===== config.mk =====
export PLATFORM = sky130hd
export DESIGN_NAME = pc_sequencer
export DESIGN_NICKNAME = d
export VERILOG_FILES = /design/src/rtl/pc_sequencer.sv
export SDC_FILE = /design/constraint.sdc
export NUM_CORES = 1
export LEC_CHECK = 0
export CORE_ASPECT_RATIO = 1.25
export CORE_UTILIZATION = 25
export DETAILED_ROUTE_END_ITERATION = 12
export HOLD_SLACK_MARGIN = 0.12
export MAX_ROUTING_LAYER = met4
export PLACE_DENSITY = 0.53
export SLEW_MARGIN = 10
export SYNTH_ARGS = -nofsm -noshare
export SYNTH_HDL_FRONTEND = slang
export SYNTH_SLANG_ARGS = --single-unit

===== constraint.sdc =====
create_clock -name clk -period 2.93 [get_ports clk]
set_input_delay 0.586 -clock clk [delete_from_list [all_inputs] [get_ports clk]]
set_output_delay 0.586 -clock clk [all_outputs]
set_load 0.02 [all_outputs]

===== src/rtl/pc_sequencer.sv =====
// Fetch-stage program counter with next-PC selection.
// Picks exception, jump-register, jump, branch or sequential targets.
// Holds the PC across stalls and instruction-memory waits.
// Buffers any redirect that arrives while fetch cannot advance, so none is lost.
module pc_sequencer #(
    parameter int                        DATA_BUS_WIDTH = 32,
    parameter logic [DATA_BUS_WIDTH-1:0] RESET_VECTOR   = '0,
    parameter logic [DATA_BUS_WIDTH-1:0] EXC_VECTOR     = 32'h8000_0180
) (
    input  logic                      clk,
    input  logic                      rst_n,
    input  logic [DATA_BUS_WIDTH-1:0] id_pc_plus4,
    input  logic [DATA_BUS_WIDTH-1:0] branch_offset_sh,
    input  logic [27:0]               jump_field_sh,
    input  logic [DATA_BUS_WIDTH-1:0] jr_target,
    input  logic                      branch_taken,
    input  logic                      jump,
    input  logic                      jump_reg,
    input  logic                      exc_req,
    input  logic                      stall,
    input  logic                      imem_ready,
    output logic [DATA_BUS_WIDTH-1:0] pc,
    output logic [DATA_BUS_WIDTH-1:0] pc_plus4,
    output logic                      fetch_valid,
    output logic                      redirect_pending,
    output logic                      addr_misaligned
);

    typedef enum logic {RUN = 1'b0, HOLD = 1'b1} state_t;

    state_t                      state_q, state_d;
    logic [DATA_BUS_WIDTH-1:0]   pc_d;
    logic [DATA_BUS_WIDTH-1:0]   pending_target, pending_target_d;
    logic                        pending_is_exc, pending_is_exc_d;
    logic                        valid_q;

    logic                        advance;
    logic                        redirect;
    logic                        keep_pending;
    logic [DATA_BUS_WIDTH-1:0]   sel_target;
    logic [DATA_BUS_WIDTH-1:0]   br_target;
    logic [DATA_BUS_WIDTH-1:0]   j_target;
    logic [DATA_BUS_WIDTH-1:0]   jr_aligned;
    logic signed [DATA_BUS_WIDTH-1:0] branch_offset_s;
    logic signed [DATA_BUS_WIDTH-1:0] id_pc_plus4_s;

    assign advance  = ~stall & imem_ready;
    assign redirect = exc_req | jump_reg | jump | branch_taken;

    // Branch arithmetic is signed offset addition, wrapping modulo 2^W.
    assign branch_offset_s = branch_offset_sh;
    assign id_pc_plus4_s   = id_pc_plus4;
    assign br_target       = $unsigned(id_pc_plus4_s + branch_offset_s);
    assign j_target        = {id_pc_plus4[DATA_BUS_WIDTH-1:28], jump_field_sh};
    assign jr_aligned      = {jr_target[DATA_BUS_WIDTH-1:2], 2'b00};

    assign pc_plus4         = pc + DATA_BUS_WIDTH'(4);
    assign redirect_pending = (state_q == HOLD);
    assign fetch_valid      = valid_q & ~redirect_pending;

    // A buffered exception survives any later non-exception redirect.
    assign keep_pending = pending_is_exc & ~exc_req;

    // Target priority mux: exception first, sequential last.
    always_comb begin
        sel_target = pc_plus4;
        if (exc_req)           sel_target = EXC_VECTOR;
        else if (jump_reg)     sel_target = jr_aligned;
        else if (jump)         sel_target = j_target;
        else if (branch_taken) sel_target = br_target;
    end

    // Next-state logic for the RUN/HOLD redirect buffer and the PC.
    always_comb begin
        state_d          = state_q;
        pc_d             = pc;
        pending_target_d = pending_target;
        pending_is_exc_d = pending_is_exc;
        unique case (state_q)
            RUN: begin
                if (advance) begin
                    pc_d = sel_target;
                end else if (redirect) begin
                    pending_target_d = sel_target;
                    pending_is_exc_d = exc_req;
                    state_d          = HOLD;
                end
            end
            HOLD: begin
                if (redirect && !keep_pending) begin
                    pending_target_d = sel_target;
                    pending_is_exc_d = exc_req;
                end
                if (advance) begin
                    pc_d    = (redirect && !keep_pending) ? sel_target : pending_target;
                    state_d = RUN;
                end
            end
            default: state_d = RUN;
        endcase
    end

    // State, PC and flag registers; reset discards any buffered redirect.
    always_ff @(posedge clk or negedge rst_n) begin
        if (!rst_n) begin
            state_q         <= RUN;
            pc              <= RESET_VECTOR;
            pending_target  <= '0;
            pending_is_exc  <= 1'b0;
            valid_q         <= 1'b0;
            addr_misaligned <= 1'b0;
        end else begin
            state_q         <= state_d;
            pc              <= pc_d;
            pending_target  <= pending_target_d;
            pending_is_exc  <= pending_is_exc_d;
            valid_q         <= 1'b1;
            addr_misaligned <= jump_reg & ~exc_req & (jr_target[1:0] != 2'b00);
        end
    end

endmodule


== Yosys cells after proc, flatten, opt, wreduce, memory -nomap -nowiden ==
Index checks and enable logic that the tools add are counted.

* Output and inout port bits: 67
* Word-level logic and storage cells: 49
* Input bits: 132
* Register bits after elaboration: 68

* $add $sub $neg: 2
* Bitwise operators: 11
* Mux-type cells: 19
* Reductions and logical operators: 6
* Equality and inequality tests: 5

{| class="wikitable"
|+ Operator list
! cell !! number
|-
| $mux W32 || 9
|-
| $pmux W32 S2 || 2
|-
| $add A32 B3 Y32 const B || 1
|-
| $add A32 B32 Y32 || 1
|-
| $mux W1 || 6
|-
| $ne A2 B2 Y1 const B || 3
|-
| $and A1 B1 Y1 || 5
|-
| $ne A2 B1 Y1 const B || 2
|-
| $pmux W1 S2 || 2
|-
| $reduce_and A2 Y1 || 2
|-
| $not A1 Y1 || 3
|-
| $or A1 B1 Y1 || 3
|-
| $reduce_and A3 Y1 || 1
|-
| $reduce_bool A2 Y1 || 1
|-
| $logic_and A1 B1 Y1 || 1
|-
| $logic_not A1 Y1 || 1
|}

== Depth between registers and ports, before layout ==
Gate-level depths: netlist of the first run.

* Depth in word-level cells: 8
* Gate-level depth with buffers: 11

== Worst setup path before layout of the first run ==
OpenSTA, ideal clock, no wires.

* Path type: input port to flip-flop
* Start point: input port id_pc_plus4[0]
* End point: register pending_target[30]
* Path slack: 80 ps
* Library setup time: 95 ps
* Arrival time: 2754 ps
* Stages on the path: 11
* Data required time: 2835 ps
* Cell sequence: ha_1 inv_1 fa_1 nor2b_2 o2111ai_1 a21boi_2 a31oi_2 o211a_1 o21ai_0 or3b_1 o31ai_1

* Word-level cells in the longest chain between the ends: 8
* Elaborated cells on any way between the ends: 9
* Those cells by class: add/sub (1); mux (8)

{| class="wikitable"
|+ Ends and longest elaborated chain
! what !! RTL line !! RTL
|-
| from (decl) || 12 || <nowiki>input logic [DATA_BUS_WIDTH-1:0] id_pc_plus4,</nowiki>
|-
| $add A32 B32 Y32 (*) || 53 || <nowiki>assign br_target = $unsigned(id_pc_plus4_s + branch_offset_s);</nowiki>
|-
| $mux W32 (*) || 70 || <nowiki>else if (branch_taken) sel_target = br_target;</nowiki>
|-
| $mux W32 (*) || 69 || <nowiki>else if (jump) sel_target = j_target;</nowiki>
|-
| $mux W32 (*) || 68 || <nowiki>else if (jump_reg) sel_target = jr_aligned;</nowiki>
|-
| $mux W32 (*) || 67 || <nowiki>if (exc_req) sel_target = EXC_VECTOR;</nowiki>
|-
| $mux W32 || 83 || <nowiki>end else if (redirect) begin</nowiki>
|-
| $mux W32 || 81 || <nowiki>if (advance) begin</nowiki>
|-
| $pmux W32 S2 (*) || 79 || <nowiki>unique case (state_q)</nowiki>
|-
| to (signal assigned) || 115 || <nowiki>pending_target <= pending_target_d;</nowiki>
|-
| to (decl) || 33 || <nowiki>logic [DATA_BUS_WIDTH-1:0] pending_target, pending_target_d;</nowiki>
|}

Every way passes the cells marked *; elsewhere a longest branch is shown, timed or not. The select of a mux whose other input is x is not followed.
A chain may end at the register's enable or synchronous reset.

== Worst setup path in the final report of the first run ==
* Start point: input port branch_offset_sh[14]
* End point: register pc[31]

* Word-level cells in the longest chain between the ends: 8
* Elaborated cells on any way between the ends: 9
* Those cells by class: add/sub (1); mux (8)

{| class="wikitable"
|+ Ends and longest elaborated chain
! what !! RTL line !! RTL
|-
| from (decl) || 13 || <nowiki>input logic [DATA_BUS_WIDTH-1:0] branch_offset_sh,</nowiki>
|-
| $add A32 B32 Y32 (*) || 53 ||
|-
| $mux W32 (*) || 70 ||
|-
| $mux W32 (*) || 69 ||
|-
| $mux W32 (*) || 68 ||
|-
| $mux W32 (*) || 67 ||
|-
| $mux W32 || - ||
|-
| $mux W32 || 94 || <nowiki>if (advance) begin</nowiki>
|-
| $pmux W32 S2 (*) || 79 ||
|-
| to (signal assigned) || 114 || <nowiki>pc <= pc_d;</nowiki>
|-
| to (decl) || 22 || <nowiki>output logic [DATA_BUS_WIDTH-1:0] pc,</nowiki>
|}

Marks and branches as above.

==> metrics.txt, run 1 <==
Period Utilization, post-route=98.8%; first-pass iteration count of the detailed router=6; htree depth=3; Skew-Pair Late Insertion Delay=0.34 ns; CP max stage delay=0.50 ns; Crit path required time=3.18 ns; most used flip-flop cell after synthesis=dfrtp_1; cell depth of the worst setup path=12; CTS sink cnt=68; cell accounting for the most synthesized area=dfrtp_1; CP cell instances=clkdlybuf4s50_1, ha_4, buf_4, nand2_1, o21ai_2, a221oi_2, nand4_1, a31oi_1, buf_4, mux2i_2, o211ai_2, a31oi_1; flop and latch count out of synthesis=68; Setup Skew=0.00498 ns; Port Buffers=198; I/O Pins=199; Critical Path Sink=pc[31]$_DFFE_PN0P_; end-of-flow core utilization=44.8%; Design Area, Final=11000 um2; area grow syn2layout=75.6%; Yosys Warn Count=0; Distinct cells, synth=77; Data arrival, critical path=3.14 ns; wire length of the first global-routing pass=42.7 mm; total of fill cells in the finished design=2510; Final GP Congestion=0.909; number of rows created at floorplan=64; Hold-fix buffers, CTS=0; Layout Nets=1358; Post-Syn Area=6250 um2; GR Util All Layers=22.8%; share of the synthesized area in the top cell type=27.2%; Critical path buffers and inverters=3; final number of setup-violating endpoints=0; clock slew at reported path FFs=0.05 ns; via count=7710; Final ANT Viol Nets=0; Hold Crit Class=in2async; overall die width=143 um; total core area=24500 um2; dpl cell area=10000 um2; worst hold slack=0.251 ns; source of the critical timing path=branch_offset_sh[14]; tightest slew margin relative to the limit=60.7%; starting density of the core=25.5%; violation count after the first detailed-routing iteration=451; critical path's top delay family=compound AO/OA/AOI/OAI gates; fraction of layout cells with a size suffix above 1=29.4%; final global-route overflow total=0; clock root cell=clkbuf_16; number of pins with negative max-slew slack in the final report=0; post-layout power=4.60 mW; number of hold-slack violations in the final timing report=0; overall die area=25600 um2; critical path endpoint category=flop; least setup slack across all paths after layout=0.0352 ns; Gate Count Post-Synth=814; highest net fanout along the worst path=3; setup repair after global routing missed its margin=yes; worst reg2reg path endpoint=pending_target[19]$_DFFE_PN0P_; Num CTS Buffers=9; actual slew at the worst max-slew pin=0.590 ns; Register-to-Register Path Depth=13; Seq/Total Area, Yosys=27.2%; result of the run=finished clean; post-detailed-route via-to-cell ratio=5.04; flop2flop setup slack=0.27 ns; Tmin final=2.89 ns; via count of the first global-routing pass=7586; routed length per placed instance=18.9 um; maximum number of pins on one net before global-route repair=49; routed wire length=28.9 mm; buffer levels on the longest clock path=2; DP Wirelength=23.3 mm; reg-to-reg critical path startpoint=pc[2]$_DFFE_PN0P_; DIE HEIGHT=179 um; nets in the synthesized netlist=979; library cell contributing the largest single delay on the critical path=clkdlybuf4s50_1; count of unresolved DRC violations after routing=0; Setup CP Type=in2reg; worst slack, placed=-0.648 ns; Async SR Flop Fraction=100%; number of antenna violations at the first check in global routing=0; Worst VDD drop=0.335 mV; max cap viols=0; TritonCTS clock tree=done; largest cells by area after synthesis=dfrtp_1 (27%), nand2_1 (6.5%), ha_1 (6.4%); average cell area after synthesis=7.68 um2; startpoint kind of the worst setup timing path=input port; number of enable-type register cells in the synthesized netlist=0; highest achievable clock rate=0.345 GHz; power density relative to cell area=420 nW/um2; leakage component of the power=4.93 nW
## cells by family after synthesis
| group | count (synthesis) | synth area share [%] |
|---|---|---|
| compound gates | 292 | 30.6 |
| xor+xnor | 44 | 6.29 |
| fa+ha+maj | 33 | 6.73 |
| buf+inv | 68 | 4.57 |
| flops | 68 | 27.2 |
| mux | 7 | 1.14 |
| other cells | 1 | 0.0600 |
| simple gates | 301 | 23.4 |
## placed cells by master (no fill, tap or decap), types with 5 or more instances in the layout
master           synthesis  routed
xnor2_1                 26      22
nand4_1                 16      16
buf_4                    2     212
o211ai_1                 8       8
dlymetal6s2s_1           0      20
dlygate4sd2_1            0       7
xor2_1                  17      16
a221oi_2                 1       6
buf_12                   0       5
or2_2                    6       6
o21ai_1                  6      16
a31oi_1                 11      10
nor2_1                  70      68
o22ai_1                  8       7
clkbuf_16                0       9
clkdlybuf4s50_1          0     152
o221ai_1                 8       7
a21oi_2                  0       9
a211oi_1                11       7
and3_1                  12      10
nand2_1                108     105
nor3_1                  18      15
o21ai_0                 79      62
mux2i_1                  6       5
ha_1                    32      18
nand2b_1                11      11
a21oi_1                 68      58
inv_1                   18      16
nand3_1                 22      22
clkbuf_2                 1       9
dfrtp_1                 68      68
o21ai_2                  0       7
o21a_1                  10      10
a21o_1                  19      19
ha_4                     0      13
xnor2_2                  1       5
## final cells by class
type | instances | area [um2] | area share [%]
Antenna cell | 1 | 2.50 | 0.0228
Clock buffer | 12 | 246 | 2.25
Clock inverter | 4 | 48.8 | 0.445
Inverter | 18 | 67.6 | 0.616
Multi-Input combinational cell | 678 | 4810 | 43.8
Sequential cell | 68 | 1700 | 15.5
Tap cell | 330 | 413 | 3.76
Timing Repair Buffer | 418 | 3680 | 33.6
## Yosys cell counts (all sizes together), types with 9 or more instances
cell type,number
a31oi,12
inv,18
o21ai,85
nand3,22
o211ai,9
nand4,17
nand2b,11
and3,12
buf,16
nor2,71
nor3,20
a221oi,10
o21a,10
dfrtp,68
a21o,19
a21oi,68
xor2,17
xnor2,27
ha,32
nand2,109
clkbuf,34
a211oi,11
## routing by layer
layer / global-route usage [%] / wire, um
met5: - / 0
met4: 9.22 / 935
met3: 1.82 / 1350
met2: 39.0 / 14400
met1: 27.7 / 12200
## state kept, by name, summed over array words and instances, names as in the netlist
register and cells:
pc 32, pending_target 32, addr_misaligned 1, valid_q 1, pending_is_exc 1, redirect_pending 1
## worst reg2reg max path, stage by stage (launching register included)
cell      delay [ns]
dfrtp_1         0.39
nand4_1         0.16
buf_4           0.18
nor4_4          0.28
buf_4           0.20
nand4_1         0.15
xnor2_2         0.29
buf_4           0.16
buf_4           0.10
o221ai_2        0.09
o21ba_1         0.22
a21oi_1         0.06
buf_4           0.16
a21oi_1         0.13
## how the worst min path moves through the flow
stage / start / to / slack [ns] / cells after the start
2_1_floorplan: rst_n / addr_misaligned$_DFF_PN0_ / 0.29 / 0
4_1_cts: rst_n / addr_misaligned$_DFF_PN0_ / 0.25 / 1
3_5_place_dp: pending_target[6]$_DFFE_PN0P_ / pending_target[6]$_DFFE_PN0P_ / 0.47 / 2
5_1_grt: rst_n / pc[2]$_DFFE_PN0P_ / 0.27 / 1
6_report: rst_n / pc[2]$_DFFE_PN0P_ / 0.25 / 1
3_3_place_gp: pending_target[9]$_DFFE_PN0P_ / pending_target[9]$_DFFE_PN0P_ / 0.46 / 2
## power breakdown
group,internal [mW],switching [mW],total [mW]
logic,1.14,1.21,2.35
clock network,0.681,0.401,1.08
registers,1.08,0.0952,1.17
## what timing repair did
item	CTS	global route
endpoints found under the setup margin	69	54
setup buffers	11	6
resized for setup	84	111
pin swaps	35	45
## per-stage QoR
step / cells / TNS (ns)
3_3_place_gp: 1497 / -22.16
6_report: 1529 / 0
3_5_place_dp: 1497 / -24.21
4_1_cts: 1523 / -0.00811
5_1_grt: 1528 / -0.0900
2_1_floorplan: 814 / 0
Power figures use the tool's default switching activity.
==> run 2, diff against run 1 <==
--- a/config.mk
+++ b/config.mk
@@ -5,12 +5,13 @@
 export SDC_FILE = /design/constraint.sdc
 export NUM_CORES = 1
 export LEC_CHECK = 0
+export CAP_MARGIN = 0
 export CORE_ASPECT_RATIO = 1.25
-export CORE_UTILIZATION = 25
+export CORE_UTILIZATION = 30
 export DETAILED_ROUTE_END_ITERATION = 12
 export HOLD_SLACK_MARGIN = 0.12
 export MAX_ROUTING_LAYER = met4
-export PLACE_DENSITY = 0.53
+export PLACE_DENSITY = 0.61
 export SLEW_MARGIN = 10
 export SYNTH_ARGS = -nofsm -noshare
 export SYNTH_HDL_FRONTEND = slang
==> metrics.txt, run 2 (synthesized netlist as in run 1, its figures left out) <==
actual slew at the worst max-slew pin=0.646 ns (was 0.590 ns); htree depth=3 (unchanged); violation count after the first detailed-routing iteration=690 (was 451); Setup CP Type=in2reg (unchanged); final global-route overflow total=0 (unchanged); startpoint kind of the worst setup timing path=input port (unchanged); routed wire length=27.5 mm (was 28.9 mm); wire length of the first global-routing pass=41.7 mm (was 42.7 mm); max cap viols=0 (unchanged); buffer levels on the longest clock path=2 (unchanged); Hold Crit Class=in2async (unchanged); count of unresolved DRC violations after routing=0 (unchanged); number of pins with negative max-slew slack in the final report=0 (unchanged); clock slew at reported path FFs=0.06 ns (was 0.05 ns); highest achievable clock rate=0.349 GHz (was 0.345 GHz); I/O Pins=199 (unchanged); GR Util All Layers=26.6% (was 22.8%); starting density of the core=30.9% (was 25.5%); critical path endpoint category=flop (unchanged); switching power=1.72 mW (was 1.71 mW); biggest regs=pc x32, pending_target x32 (unchanged); area grow syn2layout=72.0% (was 75.6%); number of rows created at floorplan=58 (was 64); leakage component of the power=4.81 nW (was 4.93 nW); Num CTS Buffers=9 (unchanged); power share of the sequential group=25.9% (was 25.5%); Setup Skew=0.00813 ns (was 0.00498 ns); DIE HEIGHT=163 um (was 179 um); Crit path required time=3.18 ns (about the same); number of antenna violations at the first check in global routing=0 (unchanged); Hold-fix buffers, CTS=0 (unchanged); result of the run=finished clean (unchanged); setup repair after global routing missed its margin=yes (unchanged); maximum number of pins on one net before global-route repair=45 (was 49); DP Wirelength=21.4 mm (was 23.3 mm); post-layout power=4.66 mW (was 4.60 mW); clock share of power=25.5% (was 23.5%); most frequent cells in the layout=buf_4 (199), clkdlybuf4s50_1 (159), nand2_1 (108) (was buf_4 (212), clkdlybuf4s50_1 (152), nand2_1 (105)); Final GP Congestion=0.948 (was 0.909); final number of setup-violating endpoints=0 (unchanged); clock root cell=clkbuf_16 (unchanged); Data arrival, critical path=3.11 ns (was 3.14 ns); Tmin final=2.86 ns (was 2.89 ns); most common cell after layout, fill and taps aside=buf_4 (unchanged); internal power consumption=2.94 mW (was 2.90 mW); total core area=20200 um2 (was 24500 um2); TritonCTS clock tree=done (unchanged); share of total power in combinational logic=48.6% (was 51.0%); post-route insts no fill=1454 (was 1529); Switching Fraction=37.0% (was 37.1%); overall die width=131 um (was 143 um); Skew-Pair Late Insertion Delay=0.34 ns (about the same); power density relative to cell area=434 nW/um2 (was 420 nW/um2); dpl cell area=9830 um2 (was 10000 um2); source of the critical timing path=id_pc_plus4[21] (was branch_offset_sh[14]); number of hold-slack violations in the final timing report=0 (unchanged); Design Area, Final=10700 um2 (was 11000 um2); overall die area=21400 um2 (was 25600 um2); Port Buffers=198 (unchanged); routed length per placed instance=18.9 um (about the same); Final ANT Viol Nets=0 (unchanged); # diodes=0 (was 1); highest net fanout along the worst path=5 (was 3); via count of the first global-routing pass=7721 (was 7586); tightest slew margin relative to the limit=56.9% (was 60.7%); first-pass iteration count of the detailed router=9 (was 6); Worst VDD drop=0.388 mV (was 0.335 mV); reg-to-reg critical path startpoint=pc[4]$_DFFE_PN0P_ (was pc[2]$_DFFE_PN0P_); Setup TNS=0 ns (unchanged); post-detailed-route via-to-cell ratio=5.41 (was 5.04); Layout Nets=1344 (was 1358); CTS sink cnt=68 (unchanged); number of placed instances, taps included=1421 (was 1497); fraction of layout cells with a size suffix above 1=27.4% (was 29.4%); via count=7867 (was 7710); Period Utilization, post-route=97.8% (was 98.8%)
==> run 2: cell count changes in the layout (fill, tap and decap cells not counted), sizes merged, moves of 3 or more <==
cell           previous run  this run
clkdlybuf4s50           152       159
dlygate4sd2               7        10
buf                     225       214
clkbuf                   21        14
dlymetal6s2s             20        10
clkinvlp                  0         3
==> run 2: what timing repair did <==
action | CTS | global route
pin swaps | 29 | 39
setup buffers | 11 | 8
gates cloned | 0 | 0
endpoints found under the setup margin | 61 | 61
resized for setup | 98 | 82
==> run 2: power groups by stage <==
stage / registers [mW] / clock network [mW] / logic, mW
6_report: 1.21 / 1.19 / 2.26
5_1_grt: 1.22 / 1.25 / 2.42
4_1_cts: 1.20 / 1.20 / 2.17
3_5_place_dp: 1.21 / 0 / 2.11
3_3_place_gp: 1.21 / 0 / 2.10
2_1_floorplan: 1.30 / 0 / 0.844
==> run 2: per-stage QoR <==
step / util (%) / hold slack (ns) / setup WS [ns]
after CTS: 51.5 / 0.285 / 0.000836
final: 53.1 / 0.271 / 0.0655
after global routing: 53.1 / 0.301 / -0.0511
after floorplan: - / 0.290 / 0.0801
after global placement: 48.6 / 0.455 / -0.599
after detailed placement: 48.6 / 0.464 / -0.689
==> run 2: worst max-delay path, stage by stage <==
cell and delay, ns:
clkdlybuf4s50_1 0.51, ha_4 0.23, a21o_1 0.18, or3_1 0.36, a211oi_2 0.22, or3_4 0.17
o211a_1 0.18, nor4_1 0.06, or3b_1 0.38, o31ai_1 0.23
==> run 2: area by class of cell <==
| type | count | area (um2) |
|---|---|---|
| clock buffer | 9 | 225 |
| clock inverter | 7 | 100 |
| fill | 1943 | 9500 |
| inverter | 18 | 67.6 |
| multi-input combinational | 678 | 4760 |
| sequential | 68 | 1700 |
| tap | 270 | 338 |
| timing repair buffer | 404 | 3560 |
==> run 2: path summary, 6_finish.rpt <==
path	end	slack, ns	cells past startpoint
min in group clk	pending_target[9]$_DFFE_PN0P_	0.47	2
worst min-delay path	pending_target[1]$_DFFE_PN0P_	0.27	1
max in group asynchronous	pc[30]$_DFFE_PN0P_	1.99	2
worst max register to register	pending_target[19]$_DFFE_PN0P_	0.21	12
worst min register to register	pending_target[9]$_DFFE_PN0P_	0.47	2
worst max-delay path	pending_target[30]$_DFFE_PN0P_	0.07	10
==> run 2: per-layer routing <==
metal	global-route usage (%)	wire length (um)	vias to the layer above
li1	-	-	3736
met1	32.3	11200	3711
met2	44.7	13400	377
met3	3.93	2040	43
met4	9.04	840	0
met5	-	0	-
==> run 3, diff against run 2 <==
--- a/config.mk
+++ b/config.mk
@@ -11,7 +11,7 @@
 export DETAILED_ROUTE_END_ITERATION = 12
 export HOLD_SLACK_MARGIN = 0.12
 export MAX_ROUTING_LAYER = met4
-export PLACE_DENSITY = 0.61
+export PLACE_DENSITY = 0.63
 export SLEW_MARGIN = 10
 export SYNTH_ARGS = -nofsm -noshare
 export SYNTH_HDL_FRONTEND = slang
==> constraint.sdc (replaced) <==
create_clock -name clk -period 2.4 [get_ports clk]
set_input_delay 0.48 -clock clk [delete_from_list [all_inputs] [get_ports clk]]
set_output_delay 0.48 -clock clk [all_outputs]
set_load 0.02 [all_outputs]
==> metrics.txt, run 3 (synthesized netlist as in run 1, its figures left out) <==
power density relative to cell area=485 nW/um2 (was 434 nW/um2); Hold Crit Class=in2async (unchanged); number of placed instances, taps included=1483 (was 1421); first-pass iteration count of the detailed router=5 (was 9); final number of setup-violating endpoints=50 (was 0); wire length of the first global-routing pass=44.8 mm (was 41.7 mm); maximum number of pins on one net before global-route repair=50 (was 45); via count=8456 (was 7867); Num CTS Buffers=9 (unchanged); cell occurring most often along the worst timing path=buf_6; highest achievable clock rate=0.372 GHz; startpoint kind of the worst setup timing path=flop (was input port); I/O Pins=199 (unchanged); most frequent cells in the layout=buf_4 (274), clkdlybuf4s50_1 (115), nand2_1 (98) (was buf_4 (199), clkdlybuf4s50_1 (159), nand2_1 (108)); TritonCTS clock tree=done (unchanged); total of fill cells in the finished design=1660 (was 1943); Period Utilization, post-route=112%; worst hold slack=0.131 ns (was 0.271 ns); total core area=20200 um2 (unchanged); routed wire length=30.0 mm (was 27.5 mm); highest net fanout along the worst path=6 (was 5); Tmin final=2.69 ns; post-route insts no fill=1544 (was 1454); Crit path required time=1.92 ns (was 3.18 ns); CP max stage delay=0.40 ns (was 0.51 ns); least setup slack across all paths after layout=-0.286 ns (was 0.0655 ns); buffer levels on the longest clock path=2 (unchanged); DP Wirelength=22.1 mm (was 21.4 mm); fraction of layout cells with a size suffix above 1=43.6% (was 27.4%); via count of the first global-routing pass=8340 (was 7721); result of the run=finished with violations (was finished clean); Data arrival, critical path=2.21 ns (was 3.11 ns); DIE HEIGHT=163 um (unchanged); final global-route overflow total=0 (unchanged); CP cell instances=nand4_4, buf_6, nor4_4, buf_6, nand4_1, xnor2_2, buf_4 (was clkdlybuf4s50_1, ha_4, a21o_1, or3_1, a211oi_2, or3_4, o211a_1, nor4_1, or3b_1, o31ai_1); Port Buffers=198 (unchanged); Final GP Congestion=0.917 (was 0.948); violated checks=setup timing; multi-input gate area in the final layout=5790 um2 (was 4760 um2); GR Util All Layers=28.6% (was 26.6%); clock slew at reported path FFs=0.06 ns (about the same); Critical path buffers and inverters=3 (was 1); number of pins with negative max-slew slack in the final report=0 (unchanged); Worst VDD drop=0.459 mV (was 0.388 mV); actual slew at the worst max-slew pin=0.556 ns (was 0.646 ns); Hold-fix buffers, CTS=0 (unchanged); biggest regs=pc x32, pending_target x32 (unchanged); critical path's top delay family=simple AND/OR/NAND/NOR gates (unchanged); Setup Skew=0.00656 ns (was 0.00813 ns); worst slack, placed=-0.967 ns (was -0.689 ns); dpl cell area=10500 um2 (was 9830 um2); number of hold-slack violations in the final timing report=0 (unchanged); Skew-Pair Late Insertion Delay=0.34 ns (about the same); tightest slew margin relative to the limit=62.9% (was 56.9%); Seq. cell area=1700 um2 (about the same); number of rows created at floorplan=58 (unchanged); most common cell after layout, fill and taps aside=buf_4 (unchanged); Layout Nets=1433 (was 1344); overall die width=131 um (unchanged); violation count after the first detailed-routing iteration=657 (was 690); htree depth=3 (unchanged); area grow syn2layout=100% (was 72.0%); max cap viols=0 (unchanged); setup repair after global routing missed its margin=yes (unchanged); leakage component of the power=5.50 nW (was 4.81 nW); number of antenna violations at the first check in global routing=2 (was 0); clock root cell=clkbuf_16 (unchanged); Design Area, Final=12500 um2 (was 10700 um2); Setup CP Type=reg2out (was in2reg); overall die area=21400 um2 (unchanged); count of unresolved DRC violations after routing=0 (unchanged); routed length per placed instance=19.4 um (was 18.9 um); Final ANT Viol Nets=0 (unchanged); starting density of the core=30.9% (unchanged); post-detailed-route via-to-cell ratio=5.48 (was 5.41); CTS sink cnt=68 (unchanged); critical path endpoint category=output port (was flop); library cell contributing the largest single delay on the critical path=dfrtp_1 (was clkdlybuf4s50_1)
==> run 3: cell count changes in the layout (fill, tap and decap cells not counted), sizes merged <==
cell / change
buf: +119
clkdlybuf4s50: -44
dlygate4sd2: +23
dlymetal6s2s: -10
clkdlybuf4s15: +4
clkinvlp: -3
bufinv: -2
diode: +2
clkbuf: +1
clkinv: +1
inv: -1
==> run 3: where the power goes <==
group | total (mW) | leakage [nW] | switching (mW) | internal (mW)
sequential | 1.44 | 0.850 | 0.121 | 1.32
combinational | 3.39 | 4.51 | 1.69 | 1.70
clock | 1.25 | 0.135 | 0.500 | 0.747
total | 6.08 | 5.50 | 2.31 | 3.76
==> run 3: final timing paths <==
| check | from | end | slack, ns | cells past startpoint |
|---|---|---|---|---|
| worst max-delay path | pc[9]$_DFFE_PN0P_ | pc_plus4[26] | -0.29 | 7 |
| worst max register to register | pc[9]$_DFFE_PN0P_ | pending_target[30]$_DFFE_PN0P_ | -0.18 | 10 |
| max in group asynchronous | rst_n | pending_target[22]$_DFFE_PN0P_ | 1.60 | 2 |
| worst min-delay path | rst_n | pc[0]$_DFFE_PN0P_ | 0.13 | 1 |
| worst min register to register | pending_target[3]$_DFFE_PN0P_ | pending_target[3]$_DFFE_PN0P_ | 0.48 | 2 |
| min in group clk | pending_target[3]$_DFFE_PN0P_ | pending_target[3]$_DFFE_PN0P_ | 0.48 | 2 |
==> run 3: area by class of cell <==
cell class              count  share of cell area (%)
multi-input cells         678                    46.3
repair buffers            493                    34.7
flip-flops and latches     68                    13.6
well taps                 270                    2.70
clock buffers              13                    2.08
inverters                  18                   0.540
clock inverters             2                  0.0800
diodes                      2                  0.0400
==> run 3: what timing repair did <==
| item | 4_1_cts | 5_1_grt |
|---|---|---|
| gates resized for setup | 428 | 99 |
| pin swaps | 130 | 103 |
| cloned | 0 | 0 |
| endpoints found under the setup margin | 82 | 71 |
| buffers inserted | 35 | 22 |
==> run 3: per-stage QoR <==
| step | utilization, % | power [mW] | setup TNS (ns) |
|---|---|---|---|
| after floorplan | - | 2.67 | -1.29 |
| after global placement | 51.9 | 4.25 | -47.52 |
| after detailed placement | 51.9 | 4.27 | -50.20 |
| after CTS | 59.1 | 5.87 | -5.56 |
| after global routing | 61.8 | 6.35 | -12.09 |
| final | 61.8 | 6.08 | -6.48 |
==> run 3: per-layer routing <==
layer | share of wire (%) | track usage [%] | vias to the layer above
met3 | 8.0 | 4.85 | 68
li1 | - | - | 3915
met5 | 0 | - | -
met2 | 49 | 47.6 | 423
met4 | 4.5 | 12.5 | 0
met1 | 38 | 33.6 | 4050
